**config.mk**
```make
export PLATFORM = sky130hd
export DESIGN_NAME = hazard_tracker
export DESIGN_NICKNAME = d
export VERILOG_FILES = /design/src/rtl/hazard_tracker.sv
export SDC_FILE = /design/constraint.sdc
export NUM_CORES = 1
export LEC_CHECK = 0
export CAP_MARGIN = 20
export CORE_MARGIN = 4
export CORE_UTILIZATION = 48
export DETAILED_ROUTE_END_ITERATION = 7
export PLACE_DENSITY = 0.95
export SYNTH_ARGS = -nofsm -noshare
export SYNTH_HDL_FRONTEND = slang
export SYNTH_SLANG_ARGS = --single-unit
```
**constraint.sdc**
```tcl
create_clock -name clk -period 2.6 [get_ports clk]
set_input_delay 0.26 -clock clk [delete_from_list [all_inputs] [get_ports clk]]
set_output_delay 0.26 -clock clk [all_outputs]
set_load 0.02 [all_outputs]
```
**src/rtl/hazard_tracker.sv**
```systemverilog
// Load-use hazard tracker: EX/MEM/WB destination tags, stall and
// fetch/decode hold generation, saturating stall counter.
module hazard_tracker (
  input  logic       clk,
  input  logic       rst_n,
  input  logic [2:0] ID_rs,
  input  logic [2:0] ID_rt,
  input  logic [2:0] ID_rd,
  input  logic       ID_RegWrite,
  input  logic       ID_MemRead,
  input  logic       ID_use_rs,
  input  logic       ID_use_rt,
  input  logic       flush_id,
  input  logic       freeze,
  output logic [2:0] EX_rs,
  output logic [2:0] EX_rt,
  output logic [2:0] MEM_rd,
  output logic [2:0] WB_rd,
  output logic       MEM_RegWrite,
  output logic       WB_RegWrite,
  output logic       PC_Write,
  output logic       IFID_Write,
  output logic [7:0] stall_count
);

  typedef struct packed {
    logic [2:0] rs;
    logic [2:0] rt;
    logic [2:0] rd;
    logic       rw;
    logic       mr;
  } ex_tag_t;

  typedef struct packed {
    logic [2:0] rd;
    logic       rw;
    logic       mr;
  } wb_tag_t;

  ex_tag_t    ex_q, ex_d;
  wb_tag_t    mem_q, mem_d;
  wb_tag_t    wb_q, wb_d;
  logic [7:0] cnt_q, cnt_d;
  logic       hit_rs, hit_rt;
  logic       load_use;

  always_comb begin
    hit_rs   = ID_use_rs && (ex_q.rd == ID_rs);
    hit_rt   = ID_use_rt && (ex_q.rd == ID_rt);
    load_use = ex_q.mr && ex_q.rw && (ex_q.rd != 3'd0)
               && (hit_rs || hit_rt);
    // a flush replaces the stalled instruction, so fetch moves on
    PC_Write   = !freeze && (flush_id || !load_use);
    IFID_Write = PC_Write;
  end

  always_comb begin
    ex_d  = ex_q;
    mem_d = mem_q;
    wb_d  = wb_q;
    cnt_d = cnt_q;
    priority case (1'b1)
      freeze: begin
      end
      flush_id || load_use: begin
        ex_d  = '0;
        mem_d = '{rd: ex_q.rd, rw: ex_q.rw, mr: ex_q.mr};
        wb_d  = mem_q;
        if (!flush_id && cnt_q != 8'hff)
          cnt_d = cnt_q + 8'd1;
      end
      default: begin
        ex_d  = '{rs: ID_rs, rt: ID_rt, rd: ID_rd,
                  rw: ID_RegWrite, mr: ID_MemRead};
        mem_d = '{rd: ex_q.rd, rw: ex_q.rw, mr: ex_q.mr};
        wb_d  = mem_q;
      end
    endcase
  end

  always_ff @(posedge clk or negedge rst_n) begin
    if (!rst_n) begin
      ex_q  <= '0;
      mem_q <= '0;
      wb_q  <= '0;
      cnt_q <= '0;
    end else begin
      ex_q  <= ex_d;
      mem_q <= mem_d;
      wb_q  <= wb_d;
      cnt_q <= cnt_d;
    end
  end

  assign EX_rs        = ex_q.rs;
  assign EX_rt        = ex_q.rt;
  assign MEM_rd       = mem_q.rd;
  assign WB_rd        = wb_q.rd;
  assign MEM_RegWrite = mem_q.rw;
  assign WB_RegWrite  = wb_q.rw;
  assign stall_count  = cnt_q;

endmodule

```
# == Word-level counts from Yosys, hierarchy flattened ==
# Cells that the tools add are included.
# classes
n_eq_ne,3
n_mux,1
bitwise,1
n_reduce_logical,15
addsub,1
# op_table
cell,count
11-bit 2-to-1 mux,1
8-bit by 1-bit adder with 8-bit output (second input constant),1
8-bit inequality test (second input constant),1
1-bit logical AND,7
3-bit == test,2
1-bit zero test,3
1-bit logical OR,3
3-bit AND reduction,1
3-bit nonzero test,1
1-bit inverter,1
# totals
regBits,27

# == Logic depth before layout (Yosys ltp) ==
# depth
depth_word,7
depth_mapped,6

# == Least setup slack after synthesis ==
# Ideal clock, no wire load.
# synth_timing
path_kind,reg2out
from,register ex_q[3] (netlist bit)
to,output PC_Write
required_time_ns,2.340
arrival_time_ns,1.613
path_buffers,1
path_slack_ns,0.727
stages_incl_launch_ff,5
cell_sequence,dfrtp_1 -> o311ai_1 -> a21oi_4 -> a21oi_1 -> buf_4
# synth_via
elab_chain_cells,7
word_cells_on_any_way,11
cone_classes,eq/ne (2); reduce/logical (9)
# synth_rtl
element,line,rtl
from (decl),40,"ex_tag_t ex_q, ex_d;"
from (signal assigned),83,ex_q <= '0;
from (signal assigned),88,ex_q <= ex_d;
"3-bit == test, on equally long branches","48, 49",
"1-bit logical AND, on equally long branches","48, 49",
1-bit logical OR,51,&& (hit_rs || hit_rt);
1-bit logical AND *,51,
1-bit zero test *,53,PC_Write = !freeze && (flush_id || !load_use);
1-bit logical OR *,53,
1-bit logical AND *,53,
to (decl),21,"output logic PC_Write,"
# Mark *: on every way between the ends. The rest lies on a longest branch, timed or not.

# == Worst setup path after layout ==
# layout_timing
from,register ex_q[3] (netlist bit)
to,output IFID_Write
# layout_via
elab_chain_cells,7
word_cells_on_any_way,11
cone_classes,eq/ne (2); reduce/logical (9)
# layout_rtl
element,line,rtl
"3-bit == test, on equally long branches","48, 49",
"1-bit logical AND, on equally long branches","48, 49",
1-bit logical OR,51,
1-bit logical AND *,51,
1-bit zero test *,53,
1-bit logical OR *,53,
1-bit logical AND *,53,
to (decl),22,"output logic IFID_Write,"
# Marked as above.

==> results.json <==
{
  "status": "complete, no violations",
  "irDropWorstVdd_v": 0.000367,
  "drive_gt1_share_pct": 14.2,
  "path_max_fanout": 5,
  "die_w_um": 59.0,
  "slew_violations": 0,
  "diodes": 0,
  "synth_top_area_share_pct": 54.2,
  "avgSynthCellArea_um2": 12.9,
  "yosysTopAreaCell": "dfrtp_1",
  "p_leak_nw": 0.712,
  "r2r-end": "ex_q[3]",
  "timing.rr.start": "ex_q[3]",
  "grt_pass1_vias": 1014,
  "postCtsHoldBufs": 0,
  "tns_ns": 0,
  "numCtsBuffers": 3,
  "first_iter_violations": 16,
  "finalCritPeriodShare_pct": 92.7,
  "drc": 0,
  "h-tree-depth": 1,
  "ys_types": 20,
  "cp-startpoint": "ex_q[3]",
  "clock_sinks": 27,
  "cts_tree": "yes",
  "port_buffers": 40,
  "grt_max_degree": 28,
  "cp.required_ns": 2.34,
  "finalCriticalPeriod_ns": 2.41,
  "hold_viol_final": 0,
  "max_stage_delay_ns": 0.64,
  "core_um2": 2480,
  "ios": 41,
  "yosys-top-cells-count": "dfrtp_1, xnor2_1, a22o_1, mux2_2",
  "async_flop_share_pct": 100,
  "yosys-top-cells-area": "dfrtp_1, xnor2_1, a22o_1",
  "path_clk_slew_ns": 0.14,
  "dp_hpwl_um": 2030,
  "crit_end": "IFID_Write",
  "dieHeight_um": 59.0,
  "setup_viol": 0,
  "wl_um": 2730,
  "end_kind": "output port",
  "grt_usage_pct": 18.0,
  "synth-edff-count": 0,
  "synth.cell_area_um2": 1250,
  "place_congestion": 0.895,
  "cp_slowest_cell": "clkdlybuf4s50_1",
  "cts_setup_buffers": 0,
  "cts_resized": 0,
  "clockRootBuffer": "clkbuf_4",
  "relSlewSlack_pct": 71.1,
  "drt_pass1_iterations": 4,
  "clock_path_buffers": 2,
  "worstPathCellList": "o311ai_1, a21oi_4, a21oi_1, clkdlybuf4s50_1",
  "ys_dominant_reg_cell": "dfrtp_1",
  "viasPerCell": 5.44,
  "fin_util_pct": 67.1,
  "worst_pin_slew_ns": 0.427,
  "synth_nets": 115,
  "yosysSeqAreaShare_pct": 54.2,
  "area_delta_synth_final_pct": 33.3,
  "ys_ff_latch": 27,
  "fin_worst_skew_ns": 0.00864,
  "synthCells": 97,
  "fin_nets": 153,
  "worstRegToRegCells": 5,
  "p_per_area_nw_per_um2": 506,
  "clock.fmax_mhz": 415,
  "rows": 18,
  "whs_ns": 0.286,
  "critPathKind": "flip-flop to output port",
  "rsz0062_at_grt": "false",
  "yosysMostFrequentCell": "dfrtp_1",
  "grt_first_pass_wirelength_um": 4770,
  "fill_cells": 202,
  "ant_nets": 0,
  "num_vias": 892,
  "crit_path_start_kind": "flip-flop",
  "dieArea_um2": 3480,
  "clk_latency_ns": 0.33,
  "rrSetupSlack_ns": 0.80,
  "worstPathArrival_ns": 2.15,
  "start_util_pct": 50.4,
  "p_total_mw": 0.841,
  "grt.overflow.total": 0,
  "maxCapViolCount": 0,
  "hp-class": "primary input to asynchronous set/reset pin",
  "grt_antenna_before_repair": 0,
  "synth_warnings": 0,
  "wire_per_inst_um": 16.7
}
-- cells by family after synthesis --
| kind of cell | after synthesis | share of synthesized area (%) |
|---|---|---|
| AOI/OAI and AO/OA | 14 | 10.1 |
| xor gates and xnor gates | 13 | 9.13 |
| adders and majority gates | 1 | 1.00 |
| buffers and inverters | 11 | 6.02 |
| DFF | 27 | 54.2 |
| muxes | 9 | 8.43 |
| and+or+nand+nor | 22 | 11.1 |
-- through the flow --
stage          instances  setup slack [ns]  area, um^2
6_report             164             0.190        1660
5_1_grt              164            0.0482        1660
4_1_cts              164             0.166        1660
3_5_place_dp         160             0.423        1640
3_3_place_gp         160             0.451        1640
2_1_floorplan         97             0.727        1250
-- cell usage in the layout (no fill, tap or decap), drive strengths merged --
cell type | synthesis | layout
clkdlybuf4s50 | 0 | 40
clkbuf | 2 | 4
a21oi | 2 | 2
and3 | 2 | 2
a22o | 11 | 11
nor3 | 2 | 2
ha | 1 | 1
dfrtp | 27 | 27
nor2 | 4 | 4
buf | 8 | 3
o311ai | 1 | 1
mux2 | 9 | 9
nand3 | 7 | 7
inv | 1 | 1
nand2 | 3 | 3
nand4 | 4 | 4
xnor2 | 13 | 13
-- state kept, by name, indices dropped and copies added, names as in the netlist --
| signal | flops |
|---|---|
| stall_count | 8 |
| ex_q | 5 |
| EX_rs | 3 |
| EX_rt | 3 |
| MEM_rd | 3 |
| WB_rd | 3 |
| MEM_RegWrite | 1 |
| WB_RegWrite | 1 |
-- critical path: cells and delay by family (launching register included) --
kind,cells,cell delay (ns)
compound gates,3,0.72
buf+inv,1,0.64
flops,1,0.47
-- per-layer routing --
metal  up-vias  GRT usage, %  routed length (um)
li1        413             -                   -
met1       438          24.8                1180
met2        35          28.4                1320
met3         6          3.05                 184
met4         0          6.80                  42
met5         -             0                   0
-- area by class of cell --
class	instances	area, um^2	area share, %
clock buffers	4	26.3	1.58
inverters	1	3.75	0.226
multi-input cells	59	497	29.9
flip-flops and latches	27	676	40.6
well taps	30	37.5	2.26
repair buffers	43	423	25.4
-- worst min-delay path by stage --
stage / from / endpoint / slack [ns] / cells past startpoint
final: rst_n / EX_rs[0] / 0.29 / 2
after global routing: rst_n / WB_rd[2] / 0.30 / 2
after CTS: rst_n / ex_q[4] / 0.29 / 2
after detailed placement: WB_rd[0] / WB_rd[0] / 0.49 / 1
after global placement: WB_rd[2] / WB_rd[2] / 0.49 / 1
after floorplan: rst_n / EX_rs[0] / -0.04 / 0
-- where the power goes --
| group | internal (mW) | total (mW) | switching [mW] | leakage [nW] |
|---|---|---|---|---|
| clock | 0.0602 | 0.181 | 0.121 | 0.0150 |
| combinational | 0.102 | 0.187 | 0.0850 | 0.338 |
| sequential | 0.450 | 0.473 | 0.0229 | 0.359 |
No activity file was read; power rests on OpenSTA's default activity.
